$ cat config.mk
export PLATFORM = sky130hd
export DESIGN_NAME = pwm_capture
export DESIGN_NICKNAME = d
export VERILOG_FILES = /design/src/rtl/pwm_pkg.sv /design/src/rtl/input_sync.sv /design/src/rtl/pwm_capture.sv
export SDC_FILE = /design/constraint.sdc
export NUM_CORES = 1
export LEC_CHECK = 0
export CAP_MARGIN = 10
export CORE_UTILIZATION = 54
export CTS_BUF_LIST = sky130_fd_sc_hd__clkbuf_4
export CTS_CLUSTER_SIZE = 30
export DETAILED_ROUTE_END_ITERATION = 7
export GPL_ROUTABILITY_DRIVEN = 0
export HOLD_SLACK_MARGIN = 0.05
export PLACE_DENSITY = 0.78
export SYNTH_ARGS = -nofsm -noshare
export SYNTH_HDL_FRONTEND = slang
export SYNTH_SLANG_ARGS = --single-unit
export TNS_END_PERCENT = 5
$ cat constraint.sdc
create_clock -name clk -period 5.53 [get_ports clk]
set_clock_uncertainty 0.15 [all_clocks]
set_input_delay 1.3825 -clock clk [delete_from_list [all_inputs] [get_ports clk]]
set_output_delay 1.3825 -clock clk [all_outputs]
set_load 0.1 [all_outputs]
$ cat src/rtl/pwm_pkg.sv
// Shared encodings for the motor drive pins and the capture state machine.
// The drive localparams and PERIOD_SCALE are also used by the PWM controller.
package pwm_pkg;

    typedef enum logic [1:0] {
        IDLE,
        HIGH,
        LOW,
        BRAKE
    } capture_state_t;

    localparam logic [1:0] DRIVE_OFF   = 2'b00;
    localparam logic [1:0] DRIVE_CW    = 2'b01;
    localparam logic [1:0] DRIVE_ACW   = 2'b10;
    localparam logic [1:0] DRIVE_BRAKE = 2'b11;

    localparam int PERIOD_SCALE = 5000;

endpackage

$ cat src/rtl/input_sync.sv
// Multi-flop synchronizer bringing one asynchronous pin into the clk domain.
// The chain clears to 0 on reset.
module input_sync #(
    parameter int SYNC_STAGES = 2
) (
    input  logic clk,
    input  logic reset,
    input  logic d_i,
    output logic q_o
);

    logic [SYNC_STAGES-1:0] sync_q;

    always_ff @(posedge clk) begin
        if (reset) begin
            sync_q <= '0;
        end else begin
            sync_q[0] <= d_i;
            for (int i = 1; i < SYNC_STAGES; i++) begin
                sync_q[i] <= sync_q[i-1];
            end
        end
    end

    assign q_o = sync_q[SYNC_STAGES-1];

endmodule

$ cat src/rtl/pwm_capture.sv
// Recovers direction, driven time and period of the motor_a/motor_b waveform,
// and flags brake and stopped conditions.
module pwm_capture
    import pwm_pkg::*;
#(
    parameter int COUNT_W     = 21,
    parameter int TIMEOUT     = 1275000,
    parameter int SYNC_STAGES = 2
) (
    input  logic               clk,
    input  logic               reset,
    input  logic               motor_a,
    input  logic               motor_b,
    output logic [COUNT_W-1:0] high_cycles,
    output logic [COUNT_W-1:0] period_cycles,
    output logic               clockwise,
    output logic               meas_valid,
    output logic               braking,
    output logic               stopped
);

    localparam logic [COUNT_W-1:0] TIMEOUT_C = COUNT_W'(TIMEOUT);
    localparam logic [COUNT_W-1:0] ONE_C     = COUNT_W'(1);

    function automatic logic [COUNT_W-1:0] sat_inc(input logic [COUNT_W-1:0] v);
        return (v >= TIMEOUT_C) ? TIMEOUT_C : v + ONE_C;
    endfunction

    logic       a_s, b_s;
    logic [1:0] pins_s;
    logic       active_s, active_prev_q;
    logic       rise, fall, timeout;

    input_sync #(.SYNC_STAGES(SYNC_STAGES)) u_sync_a (
        .clk   (clk),
        .reset (reset),
        .d_i   (motor_a),
        .q_o   (a_s)
    );

    input_sync #(.SYNC_STAGES(SYNC_STAGES)) u_sync_b (
        .clk   (clk),
        .reset (reset),
        .d_i   (motor_b),
        .q_o   (b_s)
    );

    capture_state_t     state_q, state_d;
    logic [COUNT_W-1:0] cnt_q, cnt_d;
    logic [1:0]         dir_q, dir_d;
    logic [COUNT_W-1:0] high_q, high_d;
    logic               stopped_q, stopped_d;
    logic [COUNT_W-1:0] res_high_q, res_high_d;
    logic [COUNT_W-1:0] res_period_q, res_period_d;
    logic               res_cw_q, res_cw_d;
    logic               strobe_q, strobe_d;

    assign pins_s   = {a_s, b_s};
    assign active_s = a_s ^ b_s;
    assign rise     = active_s & ~active_prev_q;
    assign fall     = ~active_s & active_prev_q;
    assign timeout  = (cnt_q == TIMEOUT_C);

    // Priority: brake, then timeout, then edges.
    always_comb begin
        state_d      = state_q;
        cnt_d        = sat_inc(cnt_q);
        dir_d        = dir_q;
        high_d       = high_q;
        stopped_d    = stopped_q;
        res_high_d   = res_high_q;
        res_period_d = res_period_q;
        res_cw_d     = res_cw_q;
        strobe_d     = 1'b0;

        if (pins_s == DRIVE_BRAKE) begin
            state_d = BRAKE;
            cnt_d   = '0;
        end else if (timeout && state_q != HIGH) begin
            // 0% duty or no drive at all: report once, then park in IDLE.
            res_high_d   = '0;
            res_period_d = TIMEOUT_C;
            res_cw_d     = (dir_q == DRIVE_CW);
            strobe_d     = 1'b1;
            stopped_d    = 1'b1;
            state_d      = IDLE;
            cnt_d        = '0;
        end else begin
            case (state_q)
                IDLE: begin
                    if (stopped_q) cnt_d = '0;
                    if (rise) begin
                        state_d   = HIGH;
                        cnt_d     = ONE_C;
                        dir_d     = pins_s;
                        stopped_d = 1'b0;
                    end
                end
                HIGH: begin
                    if (timeout) begin
                        res_high_d   = TIMEOUT_C;
                        res_period_d = TIMEOUT_C;
                        res_cw_d     = (dir_q == DRIVE_CW);
                        strobe_d     = 1'b1;
                        cnt_d        = ONE_C;
                    end else if (fall) begin
                        state_d = LOW;
                        high_d  = cnt_q;
                    end else if (pins_s != dir_q) begin
                        // Direct reversal without an off phase is not a valid period.
                        state_d = IDLE;
                        cnt_d   = '0;
                    end
                end
                LOW: begin
                    if (rise) begin
                        res_high_d   = high_q;
                        res_period_d = cnt_q;
                        res_cw_d     = (dir_q == DRIVE_CW);
                        strobe_d     = 1'b1;
                        state_d      = HIGH;
                        cnt_d        = ONE_C;
                        dir_d        = pins_s;
                    end
                end
                BRAKE: begin
                    state_d = IDLE;
                    cnt_d   = '0;
                end
                default: state_d = IDLE;
            endcase
        end
    end

    always_ff @(posedge clk) begin
        if (reset) begin
            state_q       <= IDLE;
            cnt_q         <= '0;
            dir_q         <= DRIVE_OFF;
            high_q        <= '0;
            stopped_q     <= 1'b1;
            res_high_q    <= '0;
            res_period_q  <= '0;
            res_cw_q      <= 1'b0;
            strobe_q      <= 1'b0;
            active_prev_q <= 1'b0;
        end else begin
            state_q       <= state_d;
            cnt_q         <= cnt_d;
            dir_q         <= dir_d;
            high_q        <= high_d;
            stopped_q     <= stopped_d;
            res_high_q    <= res_high_d;
            res_period_q  <= res_period_d;
            res_cw_q      <= res_cw_d;
            strobe_q      <= strobe_d;
            active_prev_q <= active_s;
        end
    end

    // Registered output stage: results move only on the strobe cycle.
    always_ff @(posedge clk) begin
        if (reset) begin
            high_cycles   <= '0;
            period_cycles <= '0;
            clockwise     <= 1'b0;
            meas_valid    <= 1'b0;
            braking       <= 1'b0;
            stopped       <= 1'b1;
        end else begin
            meas_valid <= strobe_q;
            braking    <= (state_q == BRAKE);
            stopped    <= stopped_q;
            if (strobe_q) begin
                high_cycles   <= res_high_q;
                period_cycles <= res_period_q;
                clockwise     <= res_cw_q;
            end
        end
    end

endmodule

==> results_dict.tcl, run 1 <==
set metrics [dict create \
    outcome "complete, no violations" \
    max_freq_mhz 281 \
    worst_slew_pin_slew_ns 1.00 \
    critPathMaxStageDelay_ns 1.14 \
    syn_avg_cell_area_um2 9.16 \
    cp_cell_sequence "clkdlybuf4s50_1" \
    worstSetupEndpointType "primary output" \
    grt-ovfl-total 0 \
    num_rows 37 \
    clockBufferDepth 2 \
    cts-hold-fix-buffers 0 \
    setup_tns_ns 0 \
    die_w_um 104 \
    die_y_um 104 \
    drc 0 \
    grt_pass1_wl_mm 19.2 \
    min_period_ns 3.56 \
    cp.arrival_ns 2.03 \
    cts_sinks 142 \
    hold_class "reg2reg" \
    vias_per_cell 5.44 \
    maxCapViolCount 0 \
    yosysSeqAreaShare_pct 50.1 \
    wl_per_cell_um 14.3 \
    synth_top_area_share_pct 50.1 \
    critPathLaunchType "register" \
    drt-total-wl_mm 11.3 \
    core_area_um2 10200 \
    io_buffer_count 49 \
    p_per_area_nw_per_um2 306 \
    cts_tree "yes" \
    ys_seq_elements 142 \
    multi_input_area_um2 2580 \
    synth_cells 619 \
    path_class "reg2out" \
    io_pins 50 \
    totalPowerFinal_uw 1980 \
    htreeDepth 4 \
    area_growth_pct 14.5 \
    crit_slowest_cell "clkdlybuf4s50_1" \
    root_buffer "clkbuf_4" \
    hold_violations 0 \
    grt_setup_unrepaired "no" \
    dpl.hpwl_mm 7.43 \
    final_common_cell "dfxtp_1" \
    synth_edf_count 0 \
    peakVddDrop_uv 136 \
    grt_usage_pct 22.1 \
    antenna_found_initial 1 \
    fillCellCount 833 \
    vias 4323 \
    p_leak_uw 0.00215 \
    setup_violations 0 \
    async_reset_ff_share_pct 0 \
    antenna_left 0 \
    ys_warn_count 0 \
    crit_fanout 2 \
    fin_util_pct 63.5 \
    syn-num-nets 631 \
    fp.dieArea_um2 10900 \
    post_cts_resize_count 0 \
    path_delay_family "buffers and inverters" \
    cp_data_required_time_ns 4.00 \
    syn_area_um2 5670 \
    grt_max_degree 84 \
    layout-drive-gt1-share_pct 7.61 \
    cts_buffers 17 \
    final-seq-area_um2 2840 \
    mostFrequentLayoutCells "dfxtp_1, nor2_1, mux2i_1" \
    ys_types 47 \
    ys.flop_type "dfxtp_1" \
    path_clk_slew_ns 0.11 \
    initial_core_util_pct 55.4 \
    slew_headroom_pct 33.3 \
    grt_pass1_vias 4175 \
    drt_pass1_iterations 7 \
    post-cts-setup-buffer-count 0 \
    cp_num_buf_inv 1 \
    clock_latency_ns 0.53 \
    drt_iter0_markers 304 \
    final_max_slew_viol_count 0 \
    synth_area_leader_cell "dfxtp_1" \
    finalCritPeriodShare_pct 64.4 \
    fin_nets 656 \
    synth_area_leaders "dfxtp_1, mux2i_1, nor2_1" \
]
[where the power goes]
group          total [uW]  leakage [uW]  internal [uW]  switching, uW
Sequential           1060       0.00115           1040           19.0
Combinational         181      0.000824           62.3            119
Clock                 743      0.000176            385            358
[path summary, 6_finish.rpt]
check        slack, ns  cells past startpoint               start            endpoint
max               1.97                      1   period_cycles[12]   period_cycles[12]
min               0.31                      1  u_sync_a.sync_q[0]  u_sync_a.sync_q[1]
max reg2reg       2.58                      9            cnt_q[0]    res_period_q[15]
min reg2reg       0.31                      1  u_sync_a.sync_q[0]  u_sync_a.sync_q[1]
[through the flow]
step                cells  hold slack [ns]  area, um2  worst slack [ns]
floorplan             619            0.264       5670              3.07
global placement      760            0.277       6150              2.41
detailed placement    760            0.284       6150              2.29
CTS                   792            0.312       6480              1.92
global route          794            0.318       6490              1.87
finish                794            0.308       6490              1.97
[per-layer routing]
layer / GRT usage, % / wire length, um / vias up / part of all wire [%]
met2: 36.1 / 5500 / 103 / 49
met3: 5.76 / 459 / 22 / 4.1
met4: 9.80 / 211 / 0 / 1.9
met5: 0 / 0 / - / 0
met1: 27.3 / 5160 / 2049 / 46
li1: - / - / 2149 / -
[final cells by class]
type / count / area share [%]
antenna: 1 / 0.0385
clock buffer: 22 / 2.54
clock inverter: 10 / 2.50
inverter: 6 / 0.347
multi-input combinational: 421 / 39.8
sequential: 142 / 43.8
tap: 136 / 2.62
timing repair buffer: 56 / 8.38
[synthesized netlist by cell type, types with 4 or more instances]
| cell | instances |
|---|---|
| buf_2 | 6 |
| xnor2_1 | 8 |
| inv_1 | 6 |
| o21ai_0 | 17 |
| ha_1 | 8 |
| a21oi_1 | 34 |
| xor2_1 | 11 |
| mux2i_1 | 66 |
| nand2_1 | 29 |
| nand2b_1 | 31 |
| nor2_1 | 97 |
| nand4_1 | 8 |
| nand3_1 | 40 |
| nor3_1 | 24 |
| clkbuf_1 | 32 |
| dfxtp_1 | 142 |
| clkbuf_2 | 4 |
| nor2b_1 | 8 |
| o21ai_1 | 6 |
[cell families (layout without fill, tap and decap cells)]
family	count (synthesis)	in the layout	share of synthesized area (%)
buf+inv	56	94	4.46
simple gates	255	255	21.7
other cells	0	1	0
fa+ha+maj	8	8	1.76
xor+xnor	19	19	2.93
mux	66	66	11.6
flops	142	142	50.1
compound gates	73	73	7.37
[state kept, by name (all words and copies together), names as in the netlist, 21 cells and up]
signal         count
period_cycles     21
res_period_q      21
res_high_q        21
cnt_q             21
high_q            21
high_cycles       21
(Power assumes the default switching activity.)
==> inputs of run 2 (changes only) <==
==> constraint.sdc (replaced) <==
create_clock -name clk -period 3.7 [get_ports clk]
set_clock_uncertainty 0.15 [all_clocks]
set_input_delay 0.925 -clock clk [delete_from_list [all_inputs] [get_ports clk]]
set_output_delay 0.925 -clock clk [all_outputs]
set_load 0.1 [all_outputs]
==> results_dict.tcl, run 2 (synthesis results as in run 1) <==
set metrics [dict create \
    initial_core_util_pct 55.4 \
    dpl.hpwl_mm 7.92 \
    post-cts-setup-buffer-count 0 \
    io_buffer_count 49 \
    crit_slowest_cell "or4b_4" \
    clock_latency_ns 0.52 \
    die_w_um 104 \
    setup_tns_ns 0 \
    min_to "u_sync_a.sync_q[1]" \
    io_pins 50 \
    grt_pass1_wl_mm 19.5 \
    drc 0 \
    grt_usage_pct 22.5 \
    fillCellCount 858 \
    final_max_slew_viol_count 0 \
    slew_headroom_pct 31.8 \
    seq_power_share_pct 54.0 \
    root_buffer "clkbuf_4" \
    wl_per_cell_um 14.9 \
    path_clk_slew_ns 0.12 \
    fp.dieArea_um2 10900 \
    vias_per_cell 5.46 \
    grt_max_degree 63 \
    cts_tree "yes" \
    mostFrequentLayoutCells "dfxtp_1, nor2_1, mux2i_1" \
    maxCapViolCount 0 \
    hold_violations 0 \
    p_per_area_nw_per_um2 459 \
    post_cts_resize_count 0 \
    drt_iter0_markers 309 \
    fin_util_pct 62.4 \
    p_leak_uw 0.00224 \
    max_freq_mhz 352 \
    cts-hold-fix-buffers 0 \
    swShare_pct 24.9 \
    cts_buffers 17 \
    critPathLaunchType "register" \
    r2r_cells 7 \
    grt_setup_unrepaired "no" \
    htreeDepth 4 \
    cp_cell_sequence "nor4_2, or4b_4, o21ai_1, a32o_2, buf_4, nor2_1, nor3_1" \
    grt-ovfl-total 0 \
    p_clk_share_pct 36.8 \
    r2r_end "res_period_q[10]" \
    num_rows 37 \
    r2r_slack_ns 0.86 \
    power_frac_comb_pct 9.2 \
    critPathMaxStageDelay_ns 0.56 \
    layout-drive-gt1-share_pct 14.6 \
    worstSetupEndpointType "register" \
    setup_ws_ns 0.859 \
    postLayoutCellArea_um2 6380 \
    setup_violations 0 \
    p_switching_uw 730 \
    fin_nets 658 \
    vias 4344 \
    min_period_ns 2.84 \
    core_area_um2 10200 \
    hold_depth 1 \
    path_class "reg2reg" \
    cp_data_required_time_ns 3.99 \
    outcome "complete, no violations" \
    grt_pass1_vias 4079 \
    crit_fanout 62 \
    finalCritPeriodShare_pct 76.8 \
    worst_slew_pin_slew_ns 1.02 \
    drt_pass1_iterations 6 \
    area_growth_pct 12.5 \
    peakVddDrop_uv 266 \
    drt-total-wl_mm 11.9 \
    placed_area_um2 6050 \
    clockBufferDepth 2 \
    pre_cts_ws_ns 0.824 \
    timing.rr.start "cnt_q[7]" \
    hold_class "reg2reg" \
    hp-start "u_sync_a.sync_q[0]" \
    antenna_left 0 \
    final_common_cell "dfxtp_1" \
    cts_sinks 142 \
    antenna_found_initial 1 \
    cp.arrival_ns 3.13 \
    die_y_um 104 \
    intPower_uw 2200 \
]
## run 2: cell count changes in the layout (fill, tap and decap cells not counted)
cell             delta
clkinvlp_4          +1
clkdlybuf4s50_1    -46
inv_6               -1
buf_4              +49
clkbuf_4            -2
buf_6               -1
clkinv_1            +2
## run 2: critical path: cells and delay by family (launching register included)
family	cells	cell delay, ns
and+or+nand+nor	4	1.29
buffers and inverters	1	0.48
AOI/OAI and AO/OA	2	0.41
DFF	1	0.39
## run 2: routing by layer
| metal | routed length, um | GRT usage [%] |
|---|---|---|
| met4 | 160 | 8.57 |
| met5 | 0 | 0 |
| met2 | 5790 | 37.1 |
| met1 | 5250 | 28.0 |
| met3 | 680 | 6.14 |
## run 2: through the flow
stage	cells	hold WS (ns)	power, uW
after detailed placement	762	0.278	1880
final	796	0.301	2930
after floorplan	619	0.264	1830
after global routing	796	0.312	3060
after global placement	762	0.271	1870
after CTS	794	0.307	2940
## run 2: power by group through the flow
stage	registers, uW	clock network, uW	logic, uW
final	1580	1080	271
after global routing	1590	1180	301
after CTS	1580	1090	266
after detailed placement	1620	0	265
after global placement	1610	0	259
after floorplan	1610	0	211
## run 2: cell type report
| type | count | area (um2) | share of cell area [%] |
|---|---|---|---|
| clock inverters | 12 | 169 | 2.65 |
| inverters | 6 | 22.5 | 0.353 |
| diodes | 1 | 2.50 | 0.0392 |
| multi-input cells | 421 | 2580 | 40.5 |
| flip-flops and latches | 142 | 2840 | 44.6 |
| repair buffers | 58 | 440 | 6.90 |
| well taps | 136 | 170 | 2.67 |
| clock buffers | 20 | 150 | 2.35 |
## run 2: worst max path at each step
stage,slack (ns),endpoint,depth (start not counted),from
after floorplan,1.41,dir_q[0],8,cnt_q[5]
after global placement,0.88,res_period_q[0],7,state_q[0]
after detailed placement,0.82,res_period_q[0],7,state_q[0]
after CTS,0.79,res_period_q[0],7,state_q[0]
after global routing,0.66,res_period_q[10],7,state_q[0]
final,0.86,res_period_q[10],7,cnt_q[7]
==> inputs of run 3 (changes only) <==
==> constraint.sdc (replaced) <==
create_clock -name clk -period 2.82 [get_ports clk]
set_clock_uncertainty 0.15 [all_clocks]
set_input_delay 0.705 -clock clk [delete_from_list [all_inputs] [get_ports clk]]
set_output_delay 0.705 -clock clk [all_outputs]
set_load 0.1 [all_outputs]
==> results_dict.tcl, run 3 (synthesis results as in run 1) <==
set metrics [dict create \
    finalCritPeriodShare_pct 94.6 \
    slew_headroom_pct 45.2 \
    drt-total-wl_mm 11.6 \
    num_rows 37 \
    outcome "complete, no violations" \
    initial_core_util_pct 55.4 \
    die_y_um 104 \
    p_switching_uw 1010 \
    peakVddDrop_uv 297 \
    final_max_slew_viol_count 0 \
    grt_pass1_vias 4247 \
    hold_violations 0 \
    p_leak_uw 0.00226 \
    vias 4334 \
    antenna_found_initial 0 \
    clockBufferDepth 2 \
    final_common_cell "dfxtp_1" \
    grt_max_degree 91 \
    crit_fanout 16 \
    mostFrequentLayoutCells "dfxtp_1, nor2_1, mux2i_1" \
    swShare_pct 26.6 \
    wl_per_cell_um 14.6 \
    diodes 0 \
    postLayoutCellArea_um2 6420 \
    intPower_uw 2800 \
    critPathLaunchType "register" \
    seq_power_share_pct 54.5 \
    grt-ovfl-total 0 \
    io_pins 50 \
    p_clk_share_pct 35.6 \
    path_class "reg2reg" \
    drt_iter0_markers 287 \
    fin_util_pct 62.8 \
    vias_per_cell 5.42 \
    pre_cts_ws_ns 0.226 \
    die_w_um 104 \
    min_period_ns 2.67 \
    power_frac_comb_pct 9.9 \
    cts_sinks 142 \
    io_buffer_count 49 \
    totalPowerFinal_uw 3810 \
    cts_tree "yes" \
    placed_area_um2 6110 \
    p_per_area_nw_per_um2 593 \
    layout-drive-gt1-share_pct 15.4 \
    antenna_left 0 \
    path_clk_slew_ns 0.12 \
    area_growth_pct 13.2 \
    root_buffer "clkbuf_4" \
    drc 0 \
    cp_data_required_time_ns 3.08 \
    setup_tns_ns 0 \
    setup_violations 0 \
    dpl.hpwl_mm 7.80 \
    drt_pass1_iterations 8 \
    worst_slew_pin_slew_ns 0.821 \
    cts_buffers 17 \
    clock_latency_ns 0.52 \
    fp.dieArea_um2 10900 \
    core_area_um2 10200 \
    fillCellCount 878 \
    grt_setup_unrepaired "no" \
    cts-hold-fix-buffers 0 \
    maxCapViolCount 0 \
    hold_class "reg2reg" \
    worstSetupEndpointType "register" \
    grt_pass1_wl_mm 19.7 \
    fin_nets 662 \
    cp.arrival_ns 2.93 \
    max_freq_mhz 375 \
    grt_usage_pct 22.4 \
    htreeDepth 4 \
    setup_ws_ns 0.152 \
]
run 3: cell types whose count changed in the layout (fill, tap and decap cells not counted):
cell and change:
clkinv_1 -1, buf_12 +2, clkinv_2 +1, inv_6 +3, buf_4 +2, diode_2 -1
bufinv_16 -1, a21oi_1 -1, clkbuf_4 -2, a21oi_2 +1
run 3: worst paths after layout:
check                                   startpoint            endpoint  slack, ns  cells past startpoint
worst max-delay path                      cnt_q[7]            dir_q[0]       0.15                      6
worst min register to register  u_sync_a.sync_q[0]  u_sync_a.sync_q[1]       0.29                      1
worst max register to register            cnt_q[7]            dir_q[0]       0.15                      6
worst min-delay path            u_sync_a.sync_q[0]  u_sync_a.sync_q[1]       0.29                      1
run 3: per-layer routing:
| layer | up-vias | part of all wire, % | GRT usage (%) |
|---|---|---|---|
| li1 | 2161 | - | - |
| met1 | 2022 | 45 | 28.3 |
| met2 | 118 | 47 | 35.8 |
| met3 | 33 | 4.3 | 4.57 |
| met4 | 0 | 3.0 | 12.4 |
| met5 | - | 0 | 0 |
run 3: metrics by stage:
stage | hold WS [ns] | std cells
2_1_floorplan | 0.264 | 619
3_3_place_gp | 0.273 | 766
3_5_place_dp | 0.283 | 766
4_1_cts | 0.297 | 798
5_1_grt | 0.308 | 799
6_report | 0.295 | 799
run 3: worst max-delay path, cell delays in order, from the launching register on:
cell	delay, ns
dfxtp_1	0.40
nor4_2	0.39
or4b_4	0.56
or3_1	0.56
nand3_1	0.25
mux2i_1	0.20
nor2_1	0.06
run 3: area by class of cell:
cell class	count	area (um2)	share of cell area, %
inverter	6	22.5	0.351
tap	136	170	2.65
clock inverter	14	166	2.59
sequential	142	2840	44.3
multi-input combinational	421	2590	40.3
clock buffer	18	135	2.10
timing repair buffer	62	495	7.72
run 3: power by group through the flow:
stage / clock (uW) / sequential, uW / combinational [uW]
after global routing: 1480 / 2080 / 415
after CTS: 1390 / 2080 / 371
after detailed placement: 0 / 2120 / 366
final: 1360 / 2080 / 377
after global placement: 0 / 2120 / 360
after floorplan: 0 / 2120 / 277
run 3: repair_timing:
action | 4_1_cts | 5_1_grt
endpoints found under the setup margin | 0 | 7
gates resized for setup | 0 | 1
setup buffers | 0 | 0
